--- src/rtl/vga_timing_rx.sv ---
// vga_timing_rx: sink-side VGA timing recovery. Registers active-low hsync/vsync,
// rebuilds the generator's pixel position, measures line/frame periods and
// reports lock once a full frame matches the configured timing.
module vga_timing_rx #(
  parameter int activeHvideo = 640,
  parameter int activeVvideo = 480,
  parameter int hfp          = 24,
  parameter int hpulse       = 40,
  parameter int hbp          = 128,
  parameter int vfp          = 9,
  parameter int vpulse       = 3,
  parameter int vbp          = 28
) (
  input  logic        clk,
  input  logic        rst,
  input  logic        hsync,
  input  logic        vsync,
  output logic [9:0]  x_px,
  output logic [9:0]  y_px,
  output logic        activevideo,
  output logic        locked,
  output logic        sync_err,
  output logic [10:0] h_total,
  output logic [9:0]  v_total
);

  localparam int blackH  = hfp + hpulse + hbp;
  localparam int blackV  = vfp + vpulse + vbp;
  localparam int hpixels = blackH + activeHvideo;
  localparam int vlines  = blackV + activeVvideo;

  localparam logic [9:0]  HFP_V     = 10'(hfp);
  localparam logic [9:0]  VFP_V     = 10'(vfp);
  localparam logic [9:0]  HLAST_V   = 10'(hpixels - 1);
  localparam logic [9:0]  VLAST_V   = 10'(vlines - 1);
  localparam logic [9:0]  BLACKH_V  = 10'(blackH);
  localparam logic [9:0]  BLACKV_V  = 10'(blackV);
  localparam logic [9:0]  VLINES_V  = 10'(vlines);
  localparam logic [10:0] HPIX_V    = 11'(hpixels);
  localparam logic [10:0] HLOST_V   = 11'(2 * hpixels - 1);

  typedef enum logic [1:0] {SEARCH, CHECK, LOCKED} state_t;

  state_t      state_q, state_d;
  logic        hs_q, hs_d, vs_q, vs_d;
  logic [9:0]  hc_q, hc_d, vc_q, vc_d;
  logic [10:0] hcnt_q, hcnt_d, h_total_q, h_total_d;
  logic [9:0]  vcnt_q, vcnt_d, v_total_q, v_total_d;
  logic        h_seen_q, h_seen_d;
  logic        frame_ok_q, frame_ok_d;
  logic        sync_err_q, sync_err_d;

  logic        hs_edge, vs_edge, hc_wrap;
  logic [9:0]  hc_pred, vc_pred, v_meas;
  logic [10:0] h_meas;
  logic        h_bad, h_per_bad, v_bad, h_lost, ok_now;

  // Edge detection, position prediction/reload and period measurement
  always_comb begin
    hs_edge   = ~hsync & hs_q;
    vs_edge   = ~vsync & vs_q;
    hs_d      = hsync;
    vs_d      = vsync;
    hc_wrap   = (hc_q == HLAST_V);
    hc_pred   = hc_wrap ? '0 : hc_q + 10'd1;
    vc_pred   = vc_q;
    if (hc_wrap) begin
      vc_pred = (vc_q == VLAST_V) ? '0 : vc_q + 10'd1;
    end
    hc_d      = hs_edge ? HFP_V : hc_pred;
    vc_d      = vs_edge ? VFP_V : vc_pred;

    h_meas    = (hcnt_q == '1) ? hcnt_q : hcnt_q + 11'd1;
    hcnt_d    = hs_edge ? '0 : h_meas;
    h_seen_d  = h_seen_q | hs_edge;
    h_total_d = (hs_edge && h_seen_q) ? h_meas : h_total_q;

    // an hsync edge coinciding with the vsync edge is counted into the ending frame
    v_meas    = (hs_edge && vcnt_q != '1) ? vcnt_q + 10'd1 : vcnt_q;
    vcnt_d    = vs_edge ? '0 : v_meas;
    v_total_d = vs_edge ? v_meas : v_total_q;

    h_bad     = hs_edge && (hc_pred != HFP_V);
    h_per_bad = hs_edge && h_seen_q && (h_meas != HPIX_V);
    v_bad     = vs_edge && (vc_pred != VFP_V);
    h_lost    = !hs_edge && (hcnt_q == HLOST_V);
  end

  // Datapath registers
  always_ff @(posedge clk) begin
    if (rst) begin
      hs_q       <= 1'b1;
      vs_q       <= 1'b1;
      hc_q       <= '0;
      vc_q       <= '0;
      hcnt_q     <= '0;
      vcnt_q     <= '0;
      h_total_q  <= '0;
      v_total_q  <= '0;
      h_seen_q   <= 1'b0;
      frame_ok_q <= 1'b0;
      sync_err_q <= 1'b0;
    end else begin
      hs_q       <= hs_d;
      vs_q       <= vs_d;
      hc_q       <= hc_d;
      vc_q       <= vc_d;
      hcnt_q     <= hcnt_d;
      vcnt_q     <= vcnt_d;
      h_total_q  <= h_total_d;
      v_total_q  <= v_total_d;
      h_seen_q   <= h_seen_d;
      frame_ok_q <= frame_ok_d;
      sync_err_q <= sync_err_d;
    end
  end

  // Lock FSM state register
  always_ff @(posedge clk) begin
    if (rst) begin
      state_q <= SEARCH;
    end else begin
      state_q <= state_d;
    end
  end

  // Lock FSM next state: qualify one full frame, then watch for violations
  always_comb begin
    state_d    = state_q;
    frame_ok_d = frame_ok_q;
    sync_err_d = 1'b0;
    ok_now     = frame_ok_q && !h_bad && !h_per_bad;
    case (state_q)
      SEARCH: begin
        if (vs_edge) begin
          state_d    = CHECK;
          frame_ok_d = 1'b1;
        end
      end
      CHECK: begin
        if (vs_edge) begin
          frame_ok_d = 1'b1;
          if (ok_now && v_meas == VLINES_V) begin
            state_d = LOCKED;
          end
        end else begin
          frame_ok_d = ok_now;
        end
      end
      LOCKED: begin
        if (h_bad || v_bad || h_lost) begin
          sync_err_d = 1'b1;
          state_d    = SEARCH;
        end
      end
      default: state_d = SEARCH;
    endcase
  end

  // Outputs from state and position registers
  always_comb begin
    locked      = (state_q == LOCKED);
    activevideo = locked && (hc_q >= BLACKH_V) && (vc_q >= BLACKV_V);
    x_px        = activevideo ? hc_q - BLACKH_V : '0;
    y_px        = activevideo ? vc_q - BLACKV_V : '0;
    sync_err    = sync_err_q;
    h_total     = h_total_q;
    v_total     = v_total_q;
  end

endmodule

--- config.mk ---
export PLATFORM = sky130hd
export DESIGN_NAME = vga_timing_rx
export DESIGN_NICKNAME = d
export VERILOG_FILES = /design/src/rtl/vga_timing_rx.sv
export SDC_FILE = /design/constraint.sdc
export NUM_CORES = 1
export LEC_CHECK = 0
export ABC_CLOCK_PERIOD_IN_PS = 5400
export BUFFER_PORTS_ARGS = -buffer_cell sky130_fd_sc_hd__buf_2
export CAP_MARGIN = 20
export CORE_UTILIZATION = 30
export CTS_BUF_LIST = sky130_fd_sc_hd__clkbuf_4
export CTS_CLUSTER_SIZE = 30
export DETAILED_ROUTE_END_ITERATION = 8
export HOLD_SLACK_MARGIN = 0.12
export PLACE_DENSITY_LB_ADDON = 0.1
export REMOVE_ABC_BUFFERS = 1
export SETUP_SLACK_MARGIN = 0.2
export SLEW_MARGIN = 5
export SYNTH_ARGS = -nofsm -noshare
export SYNTH_HDL_FRONTEND = slang
export SYNTH_SLANG_ARGS = --single-unit
--- constraint.sdc ---
create_clock -name clk -period 5.4 [get_ports clk]
set_clock_uncertainty 0.2 [all_clocks]
set_input_delay 0.54 -clock clk [delete_from_list [all_inputs] [get_ports clk]]
set_output_delay 0.54 -clock clk [all_outputs]
set_load 0.01 [all_outputs]
==> metrics <==
maximum count of clock buffers along a single path 2; headroom to the max-slew limit 0.4029; endpoints failing hold 0; endpoint class of the critical path primary output; slew at the pin closest to its max-slew limit between 800 and 900 ps; post-CTS setup-driven buffer insertion count 0; Die Area 12390 µm²; leakage ~1.6 nW; Vias/cell 4.936; highest fanout seen on the critical path 15; routed vias 3159; failing checks DRC; number of flops mapped to enable cells by yosys 0; routed len/inst 13.51 µm; most frequently used flop master after synthesis dfxtp_1; Port Buffers 47; share of cells above drive strength 1 0.1529; Row Count 39; power per cell area 247.5 nW/µm²; sequential area share after synthesis 0.3852; Critical Path Source Type flip-flop; overall routing resource usage 0.1451; Core ar. between 10000 and 15000 µm²; total routed wirelength slightly below 9000 µm; final net count 506; Core Util, Final 0.3550; register bit count reported by yosys 69; cell area after placement 3896 µm²; first-iteration detailed-routing DRC count 176; DRC 10; maximum number of pins on one net before global-route repair 31; fraction of met2 tracks used by global routing 0.2417; CTS clock-pin slew for the worst setup and hold paths 120 ps; syn_area_per_cell approximately 7.8 µm²; data required time at the worst endpoint 4660 ps; number of H-tree levels 3; Die Span Y 111.3 µm; maxcap violations 0; critical path arrival 2610 ps; routability-driven placement congestion ratio 0.8105; I/O pins 48; Area Growth Syn to Fin 13.99%; number of global-route vias before repair 2974; post-layout min period approximately 3300 ps; unrepaired setup endpoints after global routing false; CTS tree yes; buffer cell driving the clock tree root clkbuf_4; fraction of the cycle the final worst path needs 0.6203; min-delay worst type input pin to flip-flop; Mapped Cells 458; number of buffers created by CTS 9; Non-Filler Cell Area, Final roughly 4000 µm²; global route hottest layer met2; source-to-sink clock delay at the later pin of the worst-skew pair 420 ps; fin. max-slew vios 0; f_max between 200 and 300 MHz; accumulated negative setup slack 0 ps; endpoints failing setup 0; highest ir drop seen on vdd between 0.1 and 0.15 mV; Setup CP Type flip-flop to primary output; Sinks on Clock Net just under 70; remaining antenna violation count 0; Cell variety after synth 58; number of warnings issued by yosys 0; wire length of the first global-routing pass 14490 µm; Final HPWL DP roughly 6300 µm; total inserted antenna cells 0; setup slack after placement 2482 ps; effective utilization at floorplan 0.3114; ys async rst share 0; Post-Syn Area between 3000 and 4000 µm²; final worst setup slack 2050 ps; overall overflow remaining after global route 0; x dimension of the die 111.3 µm; run status finished with violations; met3 track demand over resource in global routing 0.03484; Gates resized, CTS repair 0; initial antenna violation count 0; detailed-router iteration count before antenna repair 6; met1 demand-to-capacity share in global routing 0.1845; count of hold buffers inserted by post-cts repair 1
-- state kept, by name, summed over array words and instances, names as in the netlist --
name,cells
sync_err,1
h_total,11
vs_q,1
v_total,10
state_q,2
vcnt_q,10
hcnt_q,11
hs_q,1
vc_q,10
hc_q,10
h_seen_q,1
frame_ok_q,1
-- per-layer routing --
layer  up-vias  wire, µm  share of wire
li1       1639         -              -
met1      1472      4136           0.48
met2        41      4168           0.48
met3         7       264          0.031
met4         0        77         0.0089
met5         -         0              0
-- metrics by stage --
| step | hold slack [ps] | power (mW) | instances |
|---|---|---|---|
| after detailed placement | 245.8 | 0.6035 | 623 |
| after global placement | 242.4 | 0.6032 | 623 |
| final | 179.5 | 1.012 | 640 |
| after CTS | 137.0 | 1.033 | 640 |
| after floorplan | 254.3 | 0.5798 | 433 |
| after global routing | 155.7 | 1.063 | 640 |
-- cell usage after synthesis (2+ instances only) --
cell	number	area (µm²)
o21a_1	4	30.03
a22oi_1	3	22.52
and4b_1	2	20.02
nand4_1	10	62.56
nand2_1	42	157.7
buf_2	8	40.04
and2_1	7	43.79
a21o_1	2	15.01
nor3_1	16	80.08
a2111oi_2	2	30.03
nor2_2	2	12.51
dfxtp_1	69	1381
a211oi_1	6	45.04
o211ai_1	2	15.01
nor4_1	4	25.02
a31oi_1	3	18.77
o21ai_0	15	75.07
xor2_1	10	87.58
clkbuf_1	14	52.55
inv_1	18	67.56
nor3b_1	2	15.01
buf_1	3	11.26
or2_1	2	12.51
and3_1	3	18.77
nor2_1	96	360.4
o32a_1	2	20.02
o22ai_1	3	18.77
a21oi_1	23	115.1
xnor2_1	16	140.1
nor2b_1	4	25.02
mux2i_1	7	70.07
nand3_1	19	95.09
ha_1	10	125.1
a31o_2	2	17.52
nand2b_1	4	25.02
-- final timing paths --
path,from,endpoint,slack (ps),cells after the start
max reg2reg,hc_q[6],sync_err,2580,9
max,vc_q[4],x_px[2],2050,6
min reg2reg,h_total[7],h_total[7],270,2
min,hsync,hs_q,180,2
-- report_power, final --
part           leakage [nW]  switching [mW]  internal [mW]  total, mW
clock                0.0896           0.189          0.232      0.421
combinational         0.970          0.0381         0.0206     0.0588
sequential            0.560          0.0120          0.520      0.532
total                  1.62           0.239          0.772       1.01
-- critical path, stage by stage, from the launching register on --
cell     delay (ps)
dfxtp_1         410
o21ai_0         350
nand2_1         120
o21ai_1         720
inv_1           240
and2_1          230
buf_2           130
-- logic make-up (layout without fill, tap and decap cells) --
kind of cell,count (synthesis),count (layout),share of synthesized area
AND/OR/NAND/NOR,223,223,0.2962
AO/OA/AOI/OAI,79,79,0.1486
flip-flops,69,69,0.3852
buffers and inverters,43,82,0.04780
XOR/XNOR,26,26,0.06350
adder cells (fa/ha/maj),10,10,0.03489
multiplexers,8,8,0.02373
-- area by class of cell --
class                   count  area [µm²]
multi-input cells         346        2033
flip-flops and latches     69        1381
inverters                  18       67.56
clock inverters             7       113.9
clock buffers               9       67.56
well taps                 143       178.9
repair buffers             48       245.2
fillers                  1230        7428
-- cells in the final DEF, fill, tap and decap left out, drive strengths merged, types with 3 or more instances in the layout --
cell and count:
o21ai 17, nor4 4, xnor2 16, a211oi 6, buf 47, nand4 12
or2 3, xor2 10, nor2b 4, o22ai 3, nand2b 4, mux2i 7
nor2 98, inv 18, clkbuf 9, ha 10, a31oi 3, nand2 42
and3 3, dfxtp 69, a21oi 23, o21a 4, and2 7, bufinv 3
a22oi 3, nand3 19, nor3 17
No activity file was read; power rests on OpenSTA's default activity.
